## src/rtl/pe_row_feeder_pkg.sv

```systemverilog
// rtl/pe_row_feeder_pkg.sv - shared state encoding and row parameters for pe_row_feeder
package pe_row_feeder_pkg;

  typedef enum logic [2:0] {
    IDLE,
    LOAD_WGT,
    WGT_SETTLE,
    STREAM,
    DRAIN,
    DONE
  } state_t;

  localparam int DEF_WEIGHT_WIDTH = 8;
  localparam int DEF_IFM_WIDTH    = 8;
  localparam int DEF_KERNEL_SIZE  = 3;
  localparam int DEF_IFM_LEN      = 16;
  localparam int DEF_PIPE_LAT     = 4;
  localparam int DEF_CNT_WIDTH    = 5;

  // Valid (fully overlapped) convolution outputs per row.
  function automatic int write_count(input int ifm_len, input int kernel_size);
    return ifm_len - kernel_size + 1;
  endfunction

endpackage

```

## src/rtl/pe_row_feeder_qual_shift.sv

```systemverilog
// rtl/pe_row_feeder_qual_shift.sv - enable-gated shift register tracking which advances carry complete psums
module qual_shift #(
  parameter int DEPTH = 4
) (
  input  logic clk,
  input  logic rst,
  input  logic clr,
  input  logic en,
  input  logic din,
  output logic dout
);

  logic [DEPTH-1:0] sr;

  always_ff @(posedge clk) begin
    if (rst || clr) begin
      sr <= '0;
    end else if (en) begin
      for (int i = DEPTH - 1; i > 0; i--) begin
        sr[i] <= sr[i-1];
      end
      sr[0] <= din;
    end
  end

  assign dout = sr[DEPTH-1];

endmodule

```

## src/rtl/pe_row_feeder.sv

```systemverilog
// rtl/pe_row_feeder.sv - sequencer feeding kernel and IFM pixels to a 1-D convolution PE row
module pe_row_feeder
  import pe_row_feeder_pkg::*;
#(
  parameter int WEIGHT_WIDTH = DEF_WEIGHT_WIDTH,
  parameter int IFM_WIDTH    = DEF_IFM_WIDTH,
  parameter int KERNEL_SIZE  = DEF_KERNEL_SIZE,
  parameter int IFM_LEN      = DEF_IFM_LEN,
  parameter int PIPE_LAT     = DEF_PIPE_LAT,
  parameter int CNT_WIDTH    = DEF_CNT_WIDTH
) (
  input  logic                              clk,
  input  logic                              rst,
  input  logic                              start,
  output logic                              busy,
  output logic                              done,
  input  logic                              wgt_valid,
  output logic                              wgt_ready,
  input  logic [KERNEL_SIZE*WEIGHT_WIDTH-1:0] wgt_data,
  input  logic                              ifm_valid,
  output logic                              ifm_ready,
  input  logic [IFM_WIDTH-1:0]              ifm_data,
  output logic                              set_wgt,
  output logic [KERNEL_SIZE*WEIGHT_WIDTH-1:0] wgt,
  output logic                              set_ifm,
  output logic [IFM_WIDTH-1:0]              ifm,
  output logic                              set_reg,
  output logic                              wr_en
);

  localparam int DW = $clog2(PIPE_LAT + 1);

  state_t               state, state_nxt;
  logic [CNT_WIDTH-1:0] cnt;
  logic [DW-1:0]        drain_cnt;
  logic                 wgt_hs, ifm_hs, advance, row_start;
  logic                 qual_in, qual_out;

  assign busy      = (state != IDLE);
  assign wgt_ready = (state == LOAD_WGT);
  assign ifm_ready = (state == STREAM) && (cnt < CNT_WIDTH'(IFM_LEN));
  assign wgt_hs    = wgt_valid & wgt_ready;
  assign ifm_hs    = ifm_valid & ifm_ready;
  assign row_start = (state == IDLE) && start;

  // The PE row only moves on an advance, so a bubble freezes the whole psum chain.
  assign advance   = ((state == STREAM) && ifm_hs) || (state == DRAIN);
  assign qual_in   = (state == STREAM) && (cnt >= CNT_WIDTH'(KERNEL_SIZE - 1));

  always_ff @(posedge clk) begin
    if (rst) begin
      state <= IDLE;
    end else begin
      state <= state_nxt;
    end
  end

  always_comb begin
    state_nxt = state;
    case (state)
      IDLE:       if (start) state_nxt = LOAD_WGT;
      LOAD_WGT:   if (wgt_hs) state_nxt = WGT_SETTLE;
      WGT_SETTLE: state_nxt = STREAM;
      STREAM:     if (ifm_hs && (cnt == CNT_WIDTH'(IFM_LEN - 1))) state_nxt = DRAIN;
      DRAIN:      if (drain_cnt == DW'(PIPE_LAT - 1)) state_nxt = DONE;
      DONE:       state_nxt = IDLE;
      default:    state_nxt = IDLE;
    endcase
  end

  always_ff @(posedge clk) begin
    if (rst) begin
      cnt       <= '0;
      drain_cnt <= '0;
    end else begin
      if (row_start) begin
        cnt <= '0;
      end else if (ifm_hs) begin
        cnt <= cnt + CNT_WIDTH'(1);
      end
      if (state == DRAIN) begin
        drain_cnt <= drain_cnt + DW'(1);
      end else begin
        drain_cnt <= '0;
      end
    end
  end

  qual_shift #(
    .DEPTH (PIPE_LAT)
  ) u_qual_shift (
    .clk  (clk),
    .rst  (rst),
    .clr  (row_start),
    .en   (advance),
    .din  (qual_in),
    .dout (qual_out)
  );

  always_ff @(posedge clk) begin
    if (rst) begin
      set_wgt <= 1'b0;
      wgt     <= '0;
      set_ifm <= 1'b0;
      ifm     <= '0;
      set_reg <= 1'b0;
      wr_en   <= 1'b0;
      done    <= 1'b0;
    end else begin
      set_wgt <= wgt_hs;
      if (wgt_hs) begin
        wgt <= wgt_data;
      end
      set_reg <= advance;
      set_ifm <= advance;
      wr_en   <= advance & qual_out;
      // Drain advances push zero pixels through so the tail psums complete.
      if (advance) begin
        ifm <= (state == STREAM) ? ifm_data : '0;
      end
      done    <= (state == DONE);
    end
  end

endmodule

```

## config.mk

```make
export PLATFORM = sky130hd
export DESIGN_NAME = pe_row_feeder
export DESIGN_NICKNAME = d
export VERILOG_FILES = /design/src/rtl/pe_row_feeder_pkg.sv /design/src/rtl/pe_row_feeder_qual_shift.sv /design/src/rtl/pe_row_feeder.sv
export SDC_FILE = /design/constraint.sdc
export NUM_CORES = 1
export LEC_CHECK = 0
export ABC_AREA = 1
export ABC_CLOCK_PERIOD_IN_PS = 1750
export CAP_MARGIN = 20
export CORE_ASPECT_RATIO = 1.5
export CORE_MARGIN = 2
export CORE_UTILIZATION = 44
export CTS_CLUSTER_SIZE = 12
export DETAILED_ROUTE_END_ITERATION = 12
export HOLD_SLACK_MARGIN = 0.02
export PLACE_DENSITY = 0.8
export SYNTH_ARGS = -nofsm -noshare
export SYNTH_HDL_FRONTEND = slang
export SYNTH_HIERARCHICAL = 1
export SYNTH_SLANG_ARGS = --single-unit
```

## constraint.sdc

```tcl
create_clock -name clk -period 1.75 [get_ports clk]
set_input_delay 0.35 -clock clk [delete_from_list [all_inputs] [get_ports clk]]
set_output_delay 0.35 -clock clk [all_outputs]
set_load 0.01 [all_outputs]
```

==> flow_metrics.env <==
export IMPL_grtUsageMet1=0.201
export IMPL_synth_top_area_share=0.497
export IMPL_start_util=0.456
export IMPL_swShare=0.330
export IMPL_path_clk_slew_ns=0.09
export IMPL_power_share_clock=0.193
export IMPL_path_max_fanout=4
export IMPL_yosysSeqAreaShare=0.497
export IMPL_postCtsHoldBufs=0
export IMPL_routed_wl_um=4650
export IMPL_crit_path_start="state[0]"
export IMPL_gp_congestion=0.834
export IMPL_setup_viol=0
export IMPL_dieArea_sq_mm=0.00524
export IMPL_area_delta_synth_final_pct=45.7
export IMPL_synth_top_family_by_area="simple AND/OR/NAND/NOR gates"
export IMPL_synth_xor_xnor_area_share=0.00427
export IMPL_yosys_area_top_type="dfxtp_1"
export IMPL_top_register="wgt"
export IMPL_muxShareOfSynthArea=0
export IMPL_ys_warnings_count=6
export IMPL_hold_start="drain_cnt[0]"
export IMPL_slew_headroom=0.733
export IMPL_cts_buffer_depth=2
export IMPL_worstSetupEndpointType="primary output"
export IMPL_largestRegisters="wgt (24), ifm (8), cnt (5)"
export IMPL_critPathLaunchType="flip-flop"
export IMPL_core_sq_mm=0.00450
export IMPL_rows=30
export IMPL_final_common_cell="nor2_1"
export IMPL_drcViolationCount=0
export IMPL_track_usage=0.189
export IMPL_hold_viol_final=0
export IMPL_hold_ws_ns=0.427
export IMPL_antenna_violating_nets_post_route=0
export IMPL_final_layout_size_suffix_gt1_frac=0.0969
export IMPL_path_class="flip-flop to primary output"
export IMPL_io_buffers=76
export IMPL_synthSimpleGateAreaFrac=0.276
export IMPL_p_int_mw=2.39
export IMPL_vias=1948
export IMPL_insertion_delay_ns=0.30
export IMPL_seqPwrFrac=0.425
export IMPL_yosysUniqueCellTypes=29
export IMPL_syn_cell_area_sq_mm=0.00205
export IMPL_drtIter0Drc=64
export IMPL_syn_area_per_cell_sq_um=7.69
export IMPL_slowest_stage="dfxtp_2"
export IMPL_die_w_um=59.8
export IMPL_path_buf_inv=2
export IMPL_cts_root_buf="clkbuf_8"
export IMPL_top_usage_layer="met2"
export IMPL_synth_nets=308
export IMPL_yosys_top_cells_area="dfxtp_1, nor2_1, o21ai_0, nand2_1, inv_1"
export IMPL_largest_reg_flops=24
export IMPL_cts_htree_levels=2
export IMPL_grt_max_degree=26
export IMPL_p_leak_nw=1.27
export IMPL_maxCapViolations=0
export IMPL_num_nets_final=392
export IMPL_fin_crit_sh=0.940
export IMPL_synth_seq_cells=51
export IMPL_rsz0062_at_grt="no"
export IMPL_slew_viol_final=0
export IMPL_crit_chain="buf_4 -> nor2_1 -> nand2_1 -> dlygate4sd2_1"
export IMPL_path_delay_family="buffers and inverters"
export IMPL_synthAdderAreaFrac=0.0244
export IMPL_grt_pass1_vias=1863
export IMPL_power_mw=3.57
export IMPL_synth_compound_area_frac=0.114
export IMPL_status="completed"
export IMPL_hold_path_class="flip-flop to flip-flop"
export IMPL_dp_hpwl_um=3540
export IMPL_slowest_delay_ns=0.35
export IMPL_die_h_um=87.7
export IMPL_postLayoutCoreUtil=0.664
export IMPL_arrival_ns=1.30
export IMPL_overflow=0
export IMPL_final_cell_mix="nor2_1, clkdlybuf4s50_1, dfxtp_1"
export IMPL_tritoncts="done"
export IMPL_antenna_found_initial=0
export IMPL_r2r_start="cnt[1]"
export IMPL_synth_cells=267
export IMPL_use_met3=0.0458
export IMPL_groute_layer_met2_usage=0.346
export IMPL_period_needed_ns=1.65
export IMPL_tns_ns=0
export IMPL_clock_fmax_ghz=0.608
export IMPL_skew_ns=0.00802
export IMPL_grt_pass1_wl_um=7690
export IMPL_diodes=0
export IMPL_io_pins=77
export IMPL_vdd_drop_max_mv=0.688
export IMPL_cts_buffers_inserted=5
export IMPL_p_sw_mw=1.18
export IMPL_clock_sinks=51
export IMPL_viasPerCell=4.88
export IMPL_cp_required_ns=1.40
export IMPL_worstMarginPinSlew_ns=0.401
export IMPL_drt_pass1_iterations=4
export IMPL_wl_per_cell_um=11.6
export IMPL_powerDensity_mw_per_mm2=1190
export IMPL_power_frac_comb=0.382
==> cells in the mapped netlist, drive strengths merged <==
master / instances
a31oi: 1
ha: 4
nor4: 1
o41ai: 1
dfxtp: 51
xor2: 1
nor2: 80
o21ai: 35
clkbuf: 2
nand3b: 1
a21oi: 5
nand4: 1
nand3: 16
o31ai: 1
o21bai: 1
buf: 9
nand2: 31
inv: 26
==> repair_timing <==
item	in CTS	in global routing
pin swaps	0	1
endpoints found under the setup margin	3	1
buffers inserted	1	1
resized for setup	6	0
==> through the flow <==
stage	cells	worst slack, ns	instance area (sq um)
floorplan	267	0.446	2050
global placement	390	0.131	2890
detailed placement	390	0.141	2890
CTS	398	0.0618	2980
global route	399	0.00730	2990
finish	399	0.105	2990
==> power groups by stage <==
stage	logic, mW	clock network, mW	registers (mW)
4_1_cts	1.35	0.722	1.52
6_report	1.36	0.689	1.52
2_1_floorplan	0.645	0	1.61
3_5_place_dp	1.35	0	1.54
5_1_grt	1.52	0.764	1.55
3_3_place_gp	1.33	0	1.53
==> logic make-up after synthesis <==
family | count (synthesis)
XOR/XNOR | 1
buffers and inverters | 37
flip-flops | 51
AO/OA/AOI/OAI | 44
AND/OR/NAND/NOR | 130
adder cells (fa/ha/maj) | 4
==> cell type report <==
cell class / count / area [sq um]
fillers: 414 / 1510
flip-flops and latches: 51 / 1020
multi-input cells: 179 / 860
repair buffers: 88 / 860
inverters: 26 / 97.6
clock buffers: 6 / 82.6
well taps: 48 / 60.1
clock inverters: 1 / 8.76
==> final timing paths <==
check                  to  slack, ns  cells after the start
min          drain_cnt[0]       0.43                      1
min reg2reg  drain_cnt[0]       0.43                      1
max reg2reg      state[0]       0.16                      9
max                  busy       0.10                      4
==> routing by layer <==
metal,wire length (um),up-vias
met1,1880,874
met2,2480,57
met4,64,0
met3,218,5
li1,-,1012
met5,0,-
Note: power is estimated with default switching activity, not from simulation.
